<file path="config.mk">
export PLATFORM = sky130hd
export DESIGN_NAME = rca_seq_ctrl
export DESIGN_NICKNAME = d
export VERILOG_FILES = /design/src/rtl/rca_pkg.sv /design/src/rtl/rca.sv /design/src/rtl/rca_seq_ctrl.sv
export SDC_FILE = /design/constraint.sdc
export NUM_CORES = 1
export LEC_CHECK = 0
export CAP_MARGIN = 40
export CORE_ASPECT_RATIO = 1.4
export CORE_MARGIN = 2
export CORE_UTILIZATION = 53
export CTS_CLUSTER_SIZE = 30
export DETAILED_ROUTE_END_ITERATION = 6
export PLACE_DENSITY = 0.84
export SYNTH_ARGS = -nofsm -noshare
export SYNTH_HDL_FRONTEND = slang
export SYNTH_SLANG_ARGS = --single-unit
</file>
<file path="constraint.sdc">
create_clock -name clk -period 7.25 [get_ports clk]
set_input_delay 1.45 -clock clk [delete_from_list [all_inputs] [get_ports clk]]
set_output_delay 1.45 -clock clk [all_outputs]
set_load 0.1 [all_outputs]
</file>
<file path="src/rtl/rca_pkg.sv">
// rtl/rca_pkg.sv - shared constants and FSM state type for the sequential ripple-carry adder
package rca_pkg;

    // Width of one datapath slice handled by the shared adder per cycle.
    localparam int SLICE_W = 3;

    // Width of the completed-operation counter.
    localparam int CNT_W = 8;

    typedef enum logic [1:0] {
        IDLE = 2'd0,
        RUN  = 2'd1,
        DONE = 2'd2
    } state_t;

endpackage

</file>
<file path="src/rtl/rca.sv">
// rtl/rca.sv - 3-bit combinational ripple-carry adder used as the shared slice datapath
//
// Ports:
//   a, b  : slice operands
//   cin   : carry into bit 0
//   sum   : slice sum
//   cout  : carry out of the top bit
module rca
    import rca_pkg::*;
(
    input  logic [SLICE_W-1:0] a,
    input  logic [SLICE_W-1:0] b,
    input  logic               cin,
    output logic [SLICE_W-1:0] sum,
    output logic               cout
);

    logic [SLICE_W:0] w_c;

    assign w_c[0] = cin;

    for (genvar i = 0; i < SLICE_W; i++) begin : g_fa
        assign sum[i]    = a[i] ^ b[i] ^ w_c[i];
        assign w_c[i+1]  = (a[i] & b[i]) | (w_c[i] & (a[i] ^ b[i]));
    end

    assign cout = w_c[SLICE_W];

endmodule

</file>
<file path="src/rtl/rca_seq_ctrl.sv">
// rtl/rca_seq_ctrl.sv - multi-cycle adder that reuses one 3-bit ripple adder across operand slices
//
// Ports:
//   clk, rst_n          : clock and synchronous active-low reset
//   in_valid / in_ready : operand handshake; a, b, cin captured when both high
//   a, b, cin           : operands and carry-in
//   out_valid/out_ready : result handshake
//   sum, cout           : registered result and final carry
//   busy                : FSM is not idle
//   op_count            : number of completed result handshakes (wraps)
module rca_seq_ctrl
    import rca_pkg::*;
#(
    parameter  int NUM_SLICES = 4,
    localparam int OP_W       = SLICE_W * NUM_SLICES
) (
    input  logic             clk,
    input  logic             rst_n,
    input  logic             in_valid,
    output logic             in_ready,
    input  logic [OP_W-1:0]  a,
    input  logic [OP_W-1:0]  b,
    input  logic             cin,
    output logic             out_valid,
    input  logic             out_ready,
    output logic [OP_W-1:0]  sum,
    output logic             cout,
    output logic             busy,
    output logic [CNT_W-1:0] op_count
);

    localparam int IDX_W = (NUM_SLICES > 1) ? $clog2(NUM_SLICES) : 1;

    state_t               r_state;
    state_t               w_next_state;

    logic [OP_W-1:0]      r_a;
    logic [OP_W-1:0]      r_b;
    logic [OP_W-1:0]      r_sum;
    logic [IDX_W-1:0]     r_idx;
    logic                 r_carry;
    logic                 r_cout;
    logic [CNT_W-1:0]     r_op_count;

    logic [SLICE_W-1:0]   w_a_slice;
    logic [SLICE_W-1:0]   w_b_slice;
    logic [SLICE_W-1:0]   w_add_sum;
    logic                 w_add_cout;
    logic                 w_last;

    // Select the operand slice addressed by the current index.
    always_comb begin
        w_a_slice = '0;
        w_b_slice = '0;
        for (int i = 0; i < NUM_SLICES; i++) begin
            if (r_idx == IDX_W'(i)) begin
                w_a_slice = r_a[i*SLICE_W +: SLICE_W];
                w_b_slice = r_b[i*SLICE_W +: SLICE_W];
            end
        end
    end

    assign w_last = (r_idx == IDX_W'(NUM_SLICES - 1));

    rca u_rca (
        .a    (w_a_slice),
        .b    (w_b_slice),
        .cin  (r_carry),
        .sum  (w_add_sum),
        .cout (w_add_cout)
    );

    always_ff @(posedge clk) begin
        if (!rst_n) begin
            r_state <= IDLE;
        end else begin
            r_state <= w_next_state;
        end
    end

    always_comb begin
        w_next_state = r_state;
        case (r_state)
            IDLE:    if (in_valid)  w_next_state = RUN;
            RUN:     if (w_last)    w_next_state = DONE;
            DONE:    if (out_ready) w_next_state = IDLE;
            default:                w_next_state = IDLE;
        endcase
    end

    always_ff @(posedge clk) begin
        if (!rst_n) begin
            r_a        <= '0;
            r_b        <= '0;
            r_sum      <= '0;
            r_idx      <= '0;
            r_carry    <= 1'b0;
            r_cout     <= 1'b0;
            r_op_count <= '0;
        end else begin
            case (r_state)
                IDLE: begin
                    if (in_valid) begin
                        r_a     <= a;
                        r_b     <= b;
                        r_carry <= cin;
                        r_idx   <= '0;
                    end
                end
                RUN: begin
                    for (int i = 0; i < NUM_SLICES; i++) begin
                        if (r_idx == IDX_W'(i)) begin
                            r_sum[i*SLICE_W +: SLICE_W] <= w_add_sum;
                        end
                    end
                    r_carry <= w_add_cout;
                    r_idx   <= r_idx + 1'b1;
                    if (w_last) begin
                        r_cout <= w_add_cout;
                    end
                end
                DONE: begin
                    if (out_ready) begin
                        r_op_count <= r_op_count + 1'b1;
                    end
                end
                default: ;
            endcase
        end
    end

    // Ready is masked by reset so no handshake can be claimed while the block is held.
    assign in_ready  = rst_n && (r_state == IDLE);
    assign out_valid = (r_state == DONE);
    assign busy      = (r_state != IDLE);
    assign sum       = r_sum;
    assign cout      = r_cout;
    assign op_count  = r_op_count;

endmodule
</file>
==> results of run 1 <==
## flip-flops by register name, summed over array words and instances (netlist names)
signal    count
r_carry       1
cout          1
r_idx         2
r_b          12
sum          12
op_count      8
r_state       2
r_a          12
## placed cells by master (no fill, tap or decap), types with 4 or more instances in the layout
cell type	instances
a211oi_1	9
a21oi_1	42
a22oi_1	4
and3b_1	4
buf_8	24
clkbuf_8	5
clkdlybuf4s50_1	52
dfxtp_1	50
ha_1	5
inv_1	13
mux2i_1	6
nand2_1	57
nor2_1	19
o21ai_0	9
## critical path, delay by kind of cell
family	cells	cell delay (ns)
and+or+nand+nor	1	0.11
buffers and inverters	4	1.39
## cell families (layout without fill, tap and decap cells)
| kind of cell | after synthesis | after routing | synth area share |
|---|---|---|---|
| simple gates | 101 | 101 | 0.217 |
| compound gates | 71 | 71 | 0.182 |
| flops | 50 | 50 | 0.446 |
| buf+inv | 32 | 98 | 0.0653 |
| fa+ha+maj | 8 | 8 | 0.0547 |
| mux | 6 | 6 | 0.0268 |
| xor+xnor | 2 | 2 | 0.00781 |
## power by group through the flow
stage | Combinational, W | Clock [W] | Sequential (W)
after CTS | 0.000121 | 0.000154 | 0.000295
after global routing | 0.000129 | 0.000163 | 0.000297
after global placement | 0.000106 | 0 | 0.000301
after detailed placement | 0.000120 | 0 | 0.000302
after floorplan | 0.0000589 | 0 | 0.000317
final | 0.000120 | 0.000151 | 0.000295
## through the flow
step,cell area [µm²],hold slack [ns],setup WS (ns),instances,utilization
2_1_floorplan,2240,0.436,2.65,270,-
3_3_place_gp,2730,0.443,2.48,349,0.660
3_5_place_dp,3100,0.450,2.85,374,0.750
4_1_cts,3180,0.462,2.85,381,0.769
5_1_grt,3180,0.481,2.81,381,0.769
6_report,3180,0.459,2.85,381,0.769
## per-layer routing
layer / GRT usage / up-vias / share of wire
li1: - / 1039 / -
met1: 0.247 / 930 / 0.39
met2: 0.441 / 47 / 0.56
met3: 0.0494 / 8 / 0.034
met4: 0.0886 / 0 / 0.019
met5: 0 / - / 0
## how the worst max path moves through the flow
stage / endpoint / depth (start not counted) / slack [ns]
finish: in_ready / 5 / 2.85
global route: in_ready / 5 / 2.81
CTS: in_ready / 5 / 2.85
detailed placement: in_ready / 5 / 2.85
global placement: in_ready / 4 / 2.48
floorplan: in_ready / 4 / 2.65
## area by class of cell
type	count	area, µm²	area share
Clock buffer	7	76.3	0.0240
Sequential cell	50	1000	0.315
Inverter	13	48.8	0.0154
Multi-Input combinational cell	188	1100	0.345
Tap cell	45	56.3	0.0177
Timing Repair Buffer	78	900	0.283
==> out/results.ini, run 1 <==
[status]
outcome=complete, but fails checks
violations=design-rule violations

[power]
vdd_drop_max_v=0.000126
seqPwrFrac=0.521
power_frac_clock=0.267
combinationalPowerShare=0.212
internal_power_w=0.000404
p_per_area_nw_per_um2=178
p_switching_w=0.000163
power_w=0.000567
swShare=0.288
p_leak_nw=1.20

[floorplan]
initial_utilization=0.543
die-width_um=59.0
std_cell_rows=28
die_area_um2=4780
die_h_um=81.0
core_area_um2=4130
top_level_ports=53

[clock_network]
cts_tree=yes
insertion_delay_ns=0.31
clk_pin_slew_ns=0.08
numCtsBuffers=5
post_cts_buffers=0
hold_buffers=0
clockBufferDepth=2
h-tree-depth=2
cts_resized=0
root_buffer=clkbuf_8
cts.sinks=50

[run]
cap_viol_max_count=0

[place]
place.gp.congestion=0.789
port_buffers=52
dp_hpwl_um=4010

[detailed_routing]
dr.pass1.iters=6
vias=2024
ant_nets=0
avgViaCountPerCell=5.31
wl_um=5330
drc_errors=3
wl_per_cell_um=14.0
drt_iter0_markers=98

[timing]
setup_viol=0
tightest_slew_ns=0.858
tns_ns=0
min_period_ns=4.40
fmax_mhz=227
finalMaxSlewViolations=0
fin_crit_sh=0.607
rsz0062_at_grt=no
finClkSkew_ns=0.00526
hold_viol_final=0
slew_headroom=0.428

[synthesis]
ys_seq_elements=50
async_reset_ff_frac=0
synth_area_um2=2240
synth_top_area_cell=dfxtp_1
avgSynthCellArea_um2=8.31
ys_types=38
synth_most_common_cell=nand2_1
synth_top_area_frac=0.446
synthCells=270
ys.flop_type=dfxtp_1
ys_seq_area_frac=0.446
synth_warnings=0
syn_nets=307
yosys-top-cells-count=57 x nand2_1, 50 x dfxtp_1, 42 x a21oi_1
synth_enable_flop_cells=0
synth_area_leaders=dfxtp_1 45%, nand2_1 9.5%, a21oi_1 9.4%

[worst_setup_path]
path_cells=clkdlybuf4s50_1 -> inv_1 -> nor2_1 -> clkdlybuf4s50_1 -> buf_8
worstRegToRegCells=10
cpMostUsedCell=clkdlybuf4s50_1
cp-start-kind=input pin
rr_endpoint=sum[11]$_SDFFE_PN0P_
required_ns=5.80
crit_type=in2out
cp_data_arrival_time_ns=2.95
setup.worst_path.start=rst_n
max_stage_delay_ns=0.58
slowest_stage=clkdlybuf4s50_1
worst-r2r-setup-slack_ns=4.40
r2r-start=r_idx[0]$_SDFFE_PN0P_
cp_max_fo=6
cp-end-kind=output port

[hold_path]
hp-start=r_b[8]$_SDFFE_PN0P_
hold_class=reg2reg
whs_path_depth=2
holdPathEnd=r_b[8]$_SDFFE_PN0P_

[layout]
fillers=298
syn_to_final_growth_pct=41.7
n_antenna_cell=0
drive_gt1_frac=0.104
final_nets=373

[global_routing]
gr-usage-all-layers=0.234
grt_max_degree=47
antenna_found_initial=0
grt_pass1_wl_um=8360
grt_pass1_vias=1829
grt.overflow.total=0

No activity file was read; power rests on OpenSTA's default activity.
==> run 2: changes to the inputs <==
- CORE_UTILIZATION: 53 -> 44
- PLACE_DENSITY: 0.84 -> 0.75
- clock period: 7.25 -> 3.7 ns (I/O delays scaled with it)
==> run 2 against run 1 <==
  * The flow now finishes without violations
  * Clock power grew to 3.1 times the previous value
  * Sequential power grew 97%
  * Cell area up 1.5%
  * First-iteration DRC count decreased by 21%
  * Sequential cell count unchanged
  * Hold slack better by 0.0064 ns
  * Routed wire length shrank 2.9%
  * Via count is 1.3% higher
  * Critical path depth increased by 5
==> out/results.ini, run 2 (synthesized netlist as in run 1, its figures left out) <==
[status]
outcome=complete, no violations

[clock_network]
hold_buffers=0
clk_pin_slew_ns=0.09
post_cts_buffers=0
cts_resized=0
insertion_delay_ns=0.30
cts_tree=yes
clockBufferDepth=2
cts.sinks=50
numCtsBuffers=5
h-tree-depth=2
root_buffer=clkbuf_8

[timing]
fin_crit_sh=0.738
hold_viol_final=0
fmax_mhz=366
min_period_ns=2.73
setup_viol=0
finClkSkew_ns=0.00736
slew_headroom=0.424
finalMaxSlewViolations=0
tns_ns=0
tightest_slew_ns=0.865
rsz0062_at_grt=no

[layout]
seq_area_um2=1000
layout_commonest_cell=nand2_1
syn_to_final_growth_pct=43.7
multi_input_area_um2=1100
fillers=426
final_nets=370
n_antenna_cell=0
final_cell_mix=57 x nand2_1, 50 x dfxtp_1, 49 x clkdlybuf4s50_1, 42 x a21oi_1, 21 x buf_8
drive_gt1_frac=0.114

[worst_setup_path]
cp_max_fo=13
path_cells=inv_1 -> ha_1 -> a21oi_1 -> o21ai_0 -> a22o_1 -> fa_1 -> inv_1 -> fa_1 -> fa_1 -> a211oi_1
cp-end-kind=register
slowest_stage=fa_1
required_ns=3.92
crit_type=reg2reg
cp_data_arrival_time_ns=2.95
cp-start-kind=register
cpMostUsedCell=fa_1
max_stage_delay_ns=0.47

[place]
place.gp.congestion=0.805
dp_hpwl_um=3830
port_buffers=52

[global_routing]
grt.overflow.total=0
grt_pass1_wl_um=8760
grt_max_degree=47
antenna_found_initial=0
gr-usage-all-layers=0.195
grt_pass1_vias=2038

[floorplan]
die_area_um2=5690
core_area_um2=4880
top_level_ports=53
die_h_um=88.5
initial_utilization=0.460
die-width_um=64.4
std_cell_rows=30

[detailed_routing]
vias=2050
ant_nets=0
drt_iter0_markers=77
wl_um=5170
drc_errors=0
dr.pass1.iters=4
wl_per_cell_um=13.0
avgViaCountPerCell=5.15

[hold_path]
hold_class=reg2reg

[power]
p_leak_nw=1.22
vdd_drop_max_v=0.000274
power_w=0.00127
p_per_area_nw_per_um2=393

[run]
cap_viol_max_count=0

## run 2: worst paths after layout
kind	depth (start not counted)	end	startpoint	slack, ns
min	2	r_a[6]$_SDFFE_PN0P_	r_a[6]$_SDFFE_PN0P_	0.47
max	10	sum[5]$_SDFFE_PN0P_	r_idx[0]$_SDFFE_PN0P_	0.97
min reg2reg	2	r_a[6]$_SDFFE_PN0P_	r_a[6]$_SDFFE_PN0P_	0.47
max reg2reg	10	sum[5]$_SDFFE_PN0P_	r_idx[0]$_SDFFE_PN0P_	0.97
## run 2: final cells by class
cell class,count,area share
multi-input cells,188,0.340
inverters,13,0.0151
flip-flops and latches,50,0.310
clock buffers,6,0.0256
repair buffers,75,0.265
well taps,64,0.0248
clock inverters,2,0.0186
## run 2: where the power goes
group | internal (W) | switching, W
combinational | 0.0000942 | 0.000133
sequential | 0.000562 | 0.0000175
clock | 0.000288 | 0.000173
## run 2: stage by stage
stage / std cells / hold WS [ns] / worst slack [ns] / utilization / instance area, µm²
after floorplan: 270 / 0.436 / 0.520 / - / 2240
final: 398 / 0.466 / 0.970 / 0.661 / 3220
after detailed placement: 390 / 0.455 / 1.00 / 0.632 / 3080
after global routing: 398 / 0.486 / 0.723 / 0.661 / 3220
after CTS: 398 / 0.467 / 0.980 / 0.661 / 3220
after global placement: 369 / 0.445 / 1.10 / 0.567 / 2770
## run 2: layer usage
layer	vias to the layer above	global-route usage	wire length, µm
met1	976	0.214	2130
met5	-	0	0
met4	0	0.0812	107
met2	34	0.370	2820
li1	1030	-	-
met3	10	0.0318	119
## run 2: worst max-delay path: cells and delay by family (launching register included)
family                     cells  cell delay [ns]
buffers and inverters          2             0.18
AOI/OAI and AO/OA              4             0.68
DFF                            1             0.40
adders and majority gates      4             1.39
